## config.mk

```make
export PLATFORM = sky130hd
export DESIGN_NAME = arc4_prga
export DESIGN_NICKNAME = d
export VERILOG_FILES = /design/src/rtl/arc4_pkg.sv /design/src/rtl/arc4_prga.sv
export SDC_FILE = /design/constraint.sdc
export NUM_CORES = 1
export LEC_CHECK = 0
export ABC_AREA = 1
export CAP_MARGIN = 5
export CORE_MARGIN = 8
export CORE_UTILIZATION = 37
export CTS_CLUSTER_SIZE = 28
export DETAILED_ROUTE_END_ITERATION = 16
export HOLD_SLACK_MARGIN = 0.12
export SETUP_SLACK_MARGIN = 0.3
export SYNTH_ARGS = -nofsm -noshare
export SYNTH_HDL_FRONTEND = slang
export SYNTH_SLANG_ARGS = --single-unit
export TNS_END_PERCENT = 20
```

## constraint.sdc

```tcl
create_clock -name clk -period 2.1 [get_ports clk]
set_input_delay 0.42 -clock clk [delete_from_list [all_inputs] [get_ports clk]]
set_output_delay 0.42 -clock clk [all_outputs]
set_load 0.05 [all_outputs]
```

## src/rtl/arc4_pkg.sv

```systemverilog
// Shared ARC4 pipeline package: FSM states and constants used by the
// init, key-scheduling and pseudo-random generation stages.
package arc4_pkg;

  localparam int          S_SIZE    = 256;
  localparam logic [7:0]  ASCII_MIN = 8'h20;
  localparam logic [7:0]  ASCII_MAX = 8'h7E;

  typedef enum logic [3:0] {
    ST_IDLE,
    ST_RD_LEN,
    ST_WR_LEN,
    ST_RD_I,
    ST_RD_J,
    ST_WR_I,
    ST_WR_J,
    ST_RD_K,
    ST_WR_PT
  } prga_st_e;

  function automatic logic is_print(input logic [7:0] b);
    return (b >= ASCII_MIN) && (b <= ASCII_MAX);
  endfunction

endpackage

```

## src/rtl/arc4_prga.sv

```systemverilog
// ARC4 pseudo-random generation stage: XORs the keystream from S into
// length-prefixed CT and writes length-prefixed PT.
// Ports: clk, rst_n (async low), en/rdy handshake, S port
// (s_addr/s_rddata/s_wrdata/s_wren), CT read port (ct_addr/ct_rddata),
// PT write port (pt_addr/pt_wrdata/pt_wren). All memories have 1-cycle
// synchronous read latency.
// Macro ARC4_PRGA_ASCII_CHECK_EN adds pt_ok: cleared when any output
// byte of the run falls outside 0x20..0x7E.
module arc4_prga
  import arc4_pkg::*;
(
  input  logic       clk,
  input  logic       rst_n,
  input  logic       en,
  output logic       rdy,
  output logic [7:0] s_addr,
  input  logic [7:0] s_rddata,
  output logic [7:0] s_wrdata,
  output logic       s_wren,
  output logic [7:0] ct_addr,
  input  logic [7:0] ct_rddata,
  output logic [7:0] pt_addr,
  output logic [7:0] pt_wrdata,
  output logic       pt_wren
`ifdef ARC4_PRGA_ASCII_CHECK_EN
  ,
  output logic       pt_ok
`endif
);

  prga_st_e   state_q, state_d;
  logic [7:0] i_q, i_d;
  logic [7:0] j_q, j_d;
  logic [7:0] k_q, k_d;
  logic [7:0] len_q, len_d;
  logic [7:0] si_q, si_d;
  logic [7:0] sj_q, sj_d;

  always_ff @(posedge clk or negedge rst_n) begin
    if (!rst_n) begin
      state_q <= ST_IDLE;
      i_q     <= '0;
      j_q     <= '0;
      k_q     <= '0;
      len_q   <= '0;
      si_q    <= '0;
      sj_q    <= '0;
    end else begin
      state_q <= state_d;
      i_q     <= i_d;
      j_q     <= j_d;
      k_q     <= k_d;
      len_q   <= len_d;
      si_q    <= si_d;
      sj_q    <= sj_d;
    end
  end

  always_comb begin
    state_d   = state_q;
    i_d       = i_q;
    j_d       = j_q;
    k_d       = k_q;
    len_d     = len_q;
    si_d      = si_q;
    sj_d      = sj_q;
    s_addr    = '0;
    s_wrdata  = '0;
    s_wren    = 1'b0;
    ct_addr   = '0;
    pt_addr   = '0;
    pt_wrdata = '0;
    pt_wren   = 1'b0;
    unique case (state_q)
      ST_IDLE: begin
        if (en) state_d = ST_RD_LEN;
      end
      ST_RD_LEN: begin
        ct_addr = 8'd0;
        state_d = ST_WR_LEN;
      end
      ST_WR_LEN: begin
        len_d     = ct_rddata;
        pt_addr   = 8'd0;
        pt_wrdata = ct_rddata;
        pt_wren   = 1'b1;
        i_d       = 8'd0;
        j_d       = 8'd0;
        k_d       = 8'd1;
        state_d   = (ct_rddata == 8'd0) ? ST_IDLE : ST_RD_I;
      end
      ST_RD_I: begin
        i_d     = i_q + 8'd1;
        s_addr  = i_q + 8'd1;
        state_d = ST_RD_J;
      end
      ST_RD_J: begin
        si_d    = s_rddata;
        j_d     = j_q + s_rddata;
        s_addr  = j_q + s_rddata;
        state_d = ST_WR_I;
      end
      ST_WR_I: begin
        sj_d     = s_rddata;
        s_addr   = i_q;
        s_wrdata = s_rddata;
        s_wren   = 1'b1;
        state_d  = ST_WR_J;
      end
      ST_WR_J: begin
        s_addr   = j_q;
        s_wrdata = si_q;
        s_wren   = 1'b1;
        state_d  = ST_RD_K;
      end
      ST_RD_K: begin
        s_addr  = si_q + sj_q;
        ct_addr = k_q;
        state_d = ST_WR_PT;
      end
      ST_WR_PT: begin
        pt_addr   = k_q;
        pt_wrdata = s_rddata ^ ct_rddata;
        pt_wren   = 1'b1;
        if (k_q == len_q) begin
          state_d = ST_IDLE;
        end else begin
          k_d     = k_q + 8'd1;
          state_d = ST_RD_I;
        end
      end
      default: state_d = ST_IDLE;
    endcase
  end

  assign rdy = (state_q == ST_IDLE);

`ifdef ARC4_PRGA_ASCII_CHECK_EN
  logic ok_q;

  always_ff @(posedge clk or negedge rst_n) begin
    if (!rst_n) begin
      ok_q <= 1'b1;
    end else if (rdy && en) begin
      ok_q <= 1'b1;
    end else if (state_q == ST_WR_PT && !is_print(pt_wrdata)) begin
      ok_q <= 1'b0;
    end
  end

  assign pt_ok = ok_q;
`endif

endmodule

```

==> flow_summary.yaml, run 1 <==
sta:
  achievable-frequency_mhz: 401.9
  tightest_slew_margin_relative_to_the_limit: 0.6635
  fin_worst_skew_ns: 0.01001
  final.min_clock_period_ns: 2.488
  timing.final.max_slew_violations: 0
  final.period_utilization: 1.185
  rsz0062_at_grt: "true"
  finalHoldViolations: 0
  finalSetupViolations: 7
  worst_pin_slew_ns: 0.5029
  fin_setup_tns_ns: -1.774
  final_worst_setup_slack_ns: -0.3881
clock_network:
  cts-root-to-sink-buffers: 2
  tritoncts.num_buffers: 5
  clock-sinks: 52
  worst_setup_hold_path_clk_slew_ns: 0.10
  clock_tree.root_cell: "clkbuf_8"
  clock_tree_from_tritoncts: "done"
  clk_latency_ns: 0.31
  cts.htree.levels: 2
floorplan:
  fp.dieH_um: 114.4
  io-pin-count: 62
  floorplan.die.width_um: 114.4
  initial_utilization: 0.3731
  die_area_um2: 13080
  design.core.area_um2: 9594
  core.rowCount: 36
worst_setup_path:
  rr_startpoint: "j_q[0]"
  rr_endpoint: "j_q[4]"
  r2r_slack_ns: 0.47
  r2r.worst_path.cells: 9
  kind_of_launch_point_of_the_worst_setup_path: "register"
  cp_data_required_time_ns: 1.68
  critPathArrivalTime_ns: 2.07
  cp-end-kind: "output port"
  critical_path.max_fanout: 4
  critical_path_class: "register to output port"
worst_hold_path:
  worst_hold_path.num_cells: 4
  worst_hold_path_type: "input port to register"
  hold_start: "s_rddata[1]"
  min_to: "sj_q[1]"
synthesis:
  ys_seq_elements: 52
  number_of_distinct_standard_cells_referenced_by_the_synthesized_netlist: 29
  synth.cell_area_um2: 3580
  yosys.area.top_type: "dfrtp_1"
  synth_area_leaders: "dfrtp_1 (36%), nand2_1 (19%), inv_1 (7.0%)"
  synth_area_per_cell_um2: 6.780
  post_synthesis_cell_count: 528
  netlist.area_leader.share: 0.3635
  ys.warnings.count: 0
  synth.net_count: 565
  synth.yosys.seq_area_share: 0.3635
drt:
  wl_met3_um: 696
  drcViolationCount: 0
  detail_route.wl_per_cell_um: 15.42
  vias: 3812
  totalWireLength_mm: 11.87
  ant_nets: 0
  detailedRoute.firstIterationViolations: 216
  top_signal_layer_used: "met4"
  wirelength_met1_mm: 4.852
  met2_wirelength_mm: 5.977
  drt_pre_antenna_iters: 7
  vias_per_cell: 4.951
cells_and_area:
  stdcell_area_um2: 5867
  total_inserted_antenna_cells: 0
  leading_cell_type_in_the_layout_fill_and_taps_excluded: "nand2_1"
  fraction_of_final_layout_cells_sized_beyond_drive_strength_1: 0.3595
  fin_nets: 674
  mostFrequentLayoutCells: "nand2_1 (154), inv_1 (56), dfrtp_1 (46)"
  area_delta_synth_final_pct: 63.89
grt:
  grt_first_pass_wirelength_mm: 19.13
  groute.usage.overall: 0.1839
  pin_count_of_the_biggest_net_entering_global_routing: 27
  global_route.overflow_total: 0
  vias_in_the_first_global_route: 3863
  initial_antenna_violation_count: 0
status:
  violations_in_the_final_reports: "setup timing"
  run_status: "complete, but fails checks"
place:
  place_area_um2: 5105
  hpwlAfterDp_mm: 8.820
  portBuffers: 61
  finalWeightedCongestion: 0.8738
pwr:
  ir_drop_mv: 1.096
  power.density_cell_area_nw_per_um2: 1380
  total_leakage_power_nw: 2.740
flow_run:
  cap_violations: 0
==> metal layers <==
| metal | vias up | track usage |
|---|---|---|
| met4 | 0 | 0.07808 |
| met3 | 24 | 0.03639 |
| met1 | 1799 | 0.2158 |
| met5 | - | 0 |
| met2 | 96 | 0.3190 |
| li1 | 1893 | - |
==> synth_stat cells <==
library cell and n:
nand2_1 180, inv_1 67, dfrtp_1 52, nor2_1 52
nand3_1 43, o21ai_0 34, a21oi_1 17, ha_1 16
xnor2_1 15, nand4_1 10, o22ai_1 8, buf_2 7
inv_2 4, xor2_1 3, clkbuf_1 2, fa_1 2
nand2_2 2, nor3b_1 2, or2_2 2, a21o_1 1
and2_1 1, buf_4 1, buf_6 1, nand3_2 1
nand3b_1 1, nor2_4 1, nor3_1 1, o21ai_1 1
or2_0 1
==> through the flow <==
stage          power [W]  setup WS [ns]  cells  hold WS (ns)    util
2_1_floorplan   0.004384        -0.1333    528        0.1244       -
5_1_grt         0.008636        -0.4579    770        0.5297  0.6115
6_report        0.008093        -0.3881    770        0.5098  0.6115
4_1_cts         0.007738        -0.3857    766        0.5149  0.5939
3_5_place_dp    0.006264        -0.6530    749        0.3714  0.5321
3_3_place_gp    0.006204        -0.6462    749        0.3768  0.5321
==> worst max-delay path by stage <==
stage | start | end | slack [ns] | cells past startpoint
after global routing | si_q[0] | s_addr[2] | -0.46 | 8
after detailed placement | s_rddata[0] | s_addr[4] | -0.65 | 11
after global placement | s_rddata[0] | s_addr[4] | -0.65 | 11
after floorplan | si_q[0] | s_addr[2] | -0.13 | 7
after CTS | si_q[0] | s_addr[2] | -0.39 | 8
final | sj_q[0] | s_addr[2] | -0.39 | 8
==> sequential cells by signal, indices dropped and copies added, names as in the netlist <==
name,cells
len_q,8
state_q,4
k_q,8
i_q,8
si_q,8
j_q,8
sj_q,8
==> worst max-delay path, stage by stage, from the launching register on <==
cell and delay (ns):
dfrtp_1 0.41, ha_2 0.20, fa_2 0.38, or2_4 0.25, nand3_2 0.07, o21ai_1 0.06, inv_1 0.06, nand4_1 0.13
buf_6 0.19
==> final cells by class <==
class,count,area (um^2)
Tap cell,133,166.4
Multi-Input combinational cell,394,2540
Fill cell,831,3727
Sequential cell,52,1309
Clock buffer,6,82.58
Clock inverter,1,8.758
Timing Repair Buffer,113,1476
Inverter,71,284.0
==> logic make-up (layout without fill, tap and decap cells) <==
group / Yosys count / count (layout) / share of synthesized area
fa+ha+maj: 18 / 18 / 0.06711
compound gates: 61 / 61 / 0.08878
xor+xnor: 18 / 18 / 0.04404
buf+inv: 82 / 191 / 0.09158
flops: 52 / 52 / 0.3635
simple gates: 297 / 297 / 0.3450
==> power by group <==
group          switching, W  leakage, nW  internal [W]
Combinational       0.00319         2.03       0.00252
Sequential         0.000379        0.661       0.00137
Clock              0.000363       0.0473      0.000265
Total               0.00394         2.74       0.00416
==> repair_timing <==
item,CTS,global route
hold buffers,1,0
gates cloned,1,0
setup endpoints to repair,45,44
gates resized for setup,114,46
pin swaps,40,20
endpoints found under the hold margin,15,0
buffers inserted,8,4
Power figures use the tool's default switching activity.
==> run 2, diff against run 1 <==
--- a/config.mk
+++ b/config.mk
@@ -6,7 +6,6 @@
 export NUM_CORES = 1
 export LEC_CHECK = 0
 export ABC_AREA = 1
-export CAP_MARGIN = 5
 export CORE_MARGIN = 8
 export CORE_UTILIZATION = 37
 export CTS_CLUSTER_SIZE = 28
==> results of run 2 <==
No change in the layout: final DEF, timing and power equal those of run 1.
==> run 3, diff against run 2 <==
--- a/config.mk
+++ b/config.mk
@@ -11,6 +11,7 @@
 export CTS_CLUSTER_SIZE = 28
 export DETAILED_ROUTE_END_ITERATION = 16
 export HOLD_SLACK_MARGIN = 0.12
+export MAX_ROUTING_LAYER = met4
 export SETUP_SLACK_MARGIN = 0.3
 export SYNTH_ARGS = -nofsm -noshare
 export SYNTH_HDL_FRONTEND = slang
==> flow_summary.yaml, run 3 (synthesis results as in run 1) <==
status:
  run_status: "complete, but fails checks"
  violations_in_the_final_reports: "setup timing"
worst_setup_path:
  cp-end-kind: "output port"
  rr_endpoint: "j_q[6]"
  r2r.worst_path.cells: 7
  kind_of_launch_point_of_the_worst_setup_path: "register"
  timing.critical_path.cells: "ha_2 -> fa_2 -> nand3_2 -> nand3_2 -> a21oi_2 -> o21ai_1 -> buf_4 -> nand3_2 -> buf_12"
  critical_path.max_fanout: 4
  critical_path_class: "register to output port"
  rr_startpoint: "state_q[3]"
  r2r_slack_ns: 0.41
  max_stage_delay_ns: 0.40
  critPathArrivalTime_ns: 2.12
  cp_data_required_time_ns: 1.68
  critPathMostFrequentCell: "nand3_2"
  cp_slowest_cell: "dfrtp_1"
drt:
  drcViolationCount: 0
  vias: 3868
  ant_nets: 0
  detail_route.wl_per_cell_um: 15.60
  detailedRoute.firstIterationViolations: 240
  drt_pre_antenna_iters: 4
  vias_per_cell: 4.978
  totalWireLength_mm: 12.12
sta:
  final.min_clock_period_ns: 2.536
  final_worst_setup_slack_ns: -0.4360
  finalHoldViolations: 0
  final.period_utilization: 1.208
  timing.final.max_slew_violations: 0
  finalSetupViolations: 8
  tightest_slew_margin_relative_to_the_limit: 0.6647
  rsz0062_at_grt: "true"
  fin_setup_tns_ns: -1.903
  fin_worst_skew_ns: 0.01089
  achievable-frequency_mhz: 394.3
  worst_pin_slew_ns: 0.5011
  fin_hold_ws_ns: 0.5144
worst_hold_path:
  worst_hold_path.num_cells: 2
  worst_hold_path_type: "register to register"
  hold_start: "len_q[6]"
  min_to: "len_q[6]"
floorplan:
  initial_utilization: 0.3731
  core.rowCount: 36
  die_area_um2: 13080
  io-pin-count: 62
  floorplan.die.width_um: 114.4
  design.core.area_um2: 9594
  fp.dieH_um: 114.4
grt:
  initial_antenna_violation_count: 0
  groute.usage.overall: 0.1921
  pin_count_of_the_biggest_net_entering_global_routing: 27
  grt_first_pass_wirelength_mm: 19.38
  global_route.overflow_total: 0
  vias_in_the_first_global_route: 3893
pwr:
  pwr-share-clk: 0.077
  power.density_cell_area_nw_per_um2: 1374
  total_switching_power_w: 0.003997
  switching_share: 0.4876
  total_leakage_power_nw: 2.830
  relative_contribution_of_combinational_cells_to_total_power: 0.707
  power.internal_w: 0.004201
  ir_drop_mv: 0.9343
  seq_power_share: 0.215
flow_run:
  cap_violations: 0
place:
  portBuffers: 61
  hpwlAfterDp_mm: 8.794
  finalWeightedCongestion: 0.8982
  placed_cells_incl_taps: 749
cells_and_area:
  fin_nets: 680
  area_delta_synth_final_pct: 66.69
  leading_cell_type_in_the_layout_fill_and_taps_excluded: "nand2_1"
  fraction_of_final_layout_cells_sized_beyond_drive_strength_1: 0.3696
  seq_area_um2: 1308
  mostFrequentLayoutCells: "nand2_1 (146), inv_1 (58), buf_4 (48)"
  total_inserted_antenna_cells: 0
  multiInputGateArea_um2: 2594
  num-fill-cells: 801
  final_cell_count_no_fill: 777
clock_network:
  clock_tree.root_cell: "clkbuf_8"
  tritoncts.num_buffers: 5
  worst_setup_hold_path_clk_slew_ns: 0.10
  clock_tree_from_tritoncts: "done"
  cts.htree.levels: 2
  clock-sinks: 52
  cts-root-to-sink-buffers: 2
  clk_latency_ns: 0.31
[run 3: cell count changes in the layout (fill, tap and decap cells not counted), sizes merged]
cell	before	now
dlygate4sd2	5	6
clkinv	1	2
buf	95	101
clkbuf	7	6
[run 3: layout make-up]
class	count	share of cell area
multi-input cells	394	0.4347
inverters	71	0.04802
repair buffers	119	0.2541
well taps	133	0.02789
clock buffers	6	0.01384
clock inverters	2	0.002307
flip-flops and latches	52	0.2191
[run 3: worst max-delay path by stage]
stage	slack, ns	start	to
after floorplan	-0.13	si_q[0]	s_addr[2]
after global placement	-0.65	s_rddata[0]	s_addr[4]
after detailed placement	-0.67	s_rddata[0]	s_addr[4]
after CTS	-0.38	si_q[0]	s_addr[2]
after global routing	-0.49	si_q[0]	s_addr[4]
final	-0.44	si_q[0]	s_addr[4]
[run 3: power groups by stage]
stage               logic (W)  registers [W]  clock network (W)
floorplan             0.00280        0.00159                  0
global placement      0.00456        0.00165                  0
detailed placement    0.00460        0.00165                  0
CTS                   0.00525        0.00172           0.000652
global route          0.00624        0.00181           0.000692
finish                0.00580        0.00177           0.000635
[run 3: worst max-delay path: cells and delay by family, from the launching register on]
kind,cells,cell delay [ns]
buffers and inverters,2,0.28
AOI/OAI and AO/OA,2,0.24
adders and majority gates,2,0.61
DFF,1,0.40
and+or+nand+nor,3,0.27
[run 3: timing repair]
item,in CTS,in global routing
hold endpoints to repair,15,0
hold buffers,1,0
buffers inserted,5,13
gates resized for setup,110,58
pin swaps,38,25
endpoints found under the setup margin,46,44
gates cloned,1,0
[run 3: layer usage]
metal / up-vias / GRT usage / wire (um) / share of wire
met2: 92 / 0.3368 / 6243 / 0.52
met1: 1848 / 0.2217 / 5019 / 0.41
met3: 20 / 0.03692 / 671 / 0.055
met4: 0 / 0.04525 / 184 / 0.015
met5: - / - / 0 / 0
li1: 1908 / - / - / -
[run 3: per-stage QoR]
| stage | utilization | power, W | instance area [um^2] | worst slack, ns |
|---|---|---|---|---|
| 6_report | 0.6219 | 0.008198 | 5967 | -0.4360 |
| 5_1_grt | 0.6219 | 0.008738 | 5967 | -0.4933 |
| 3_3_place_gp | 0.5321 | 0.006208 | 5105 | -0.6488 |
| 2_1_floorplan | - | 0.004384 | 3670 | -0.1333 |
| 4_1_cts | 0.5905 | 0.007628 | 5665 | -0.3792 |
| 3_5_place_dp | 0.5321 | 0.006258 | 5105 | -0.6690 |
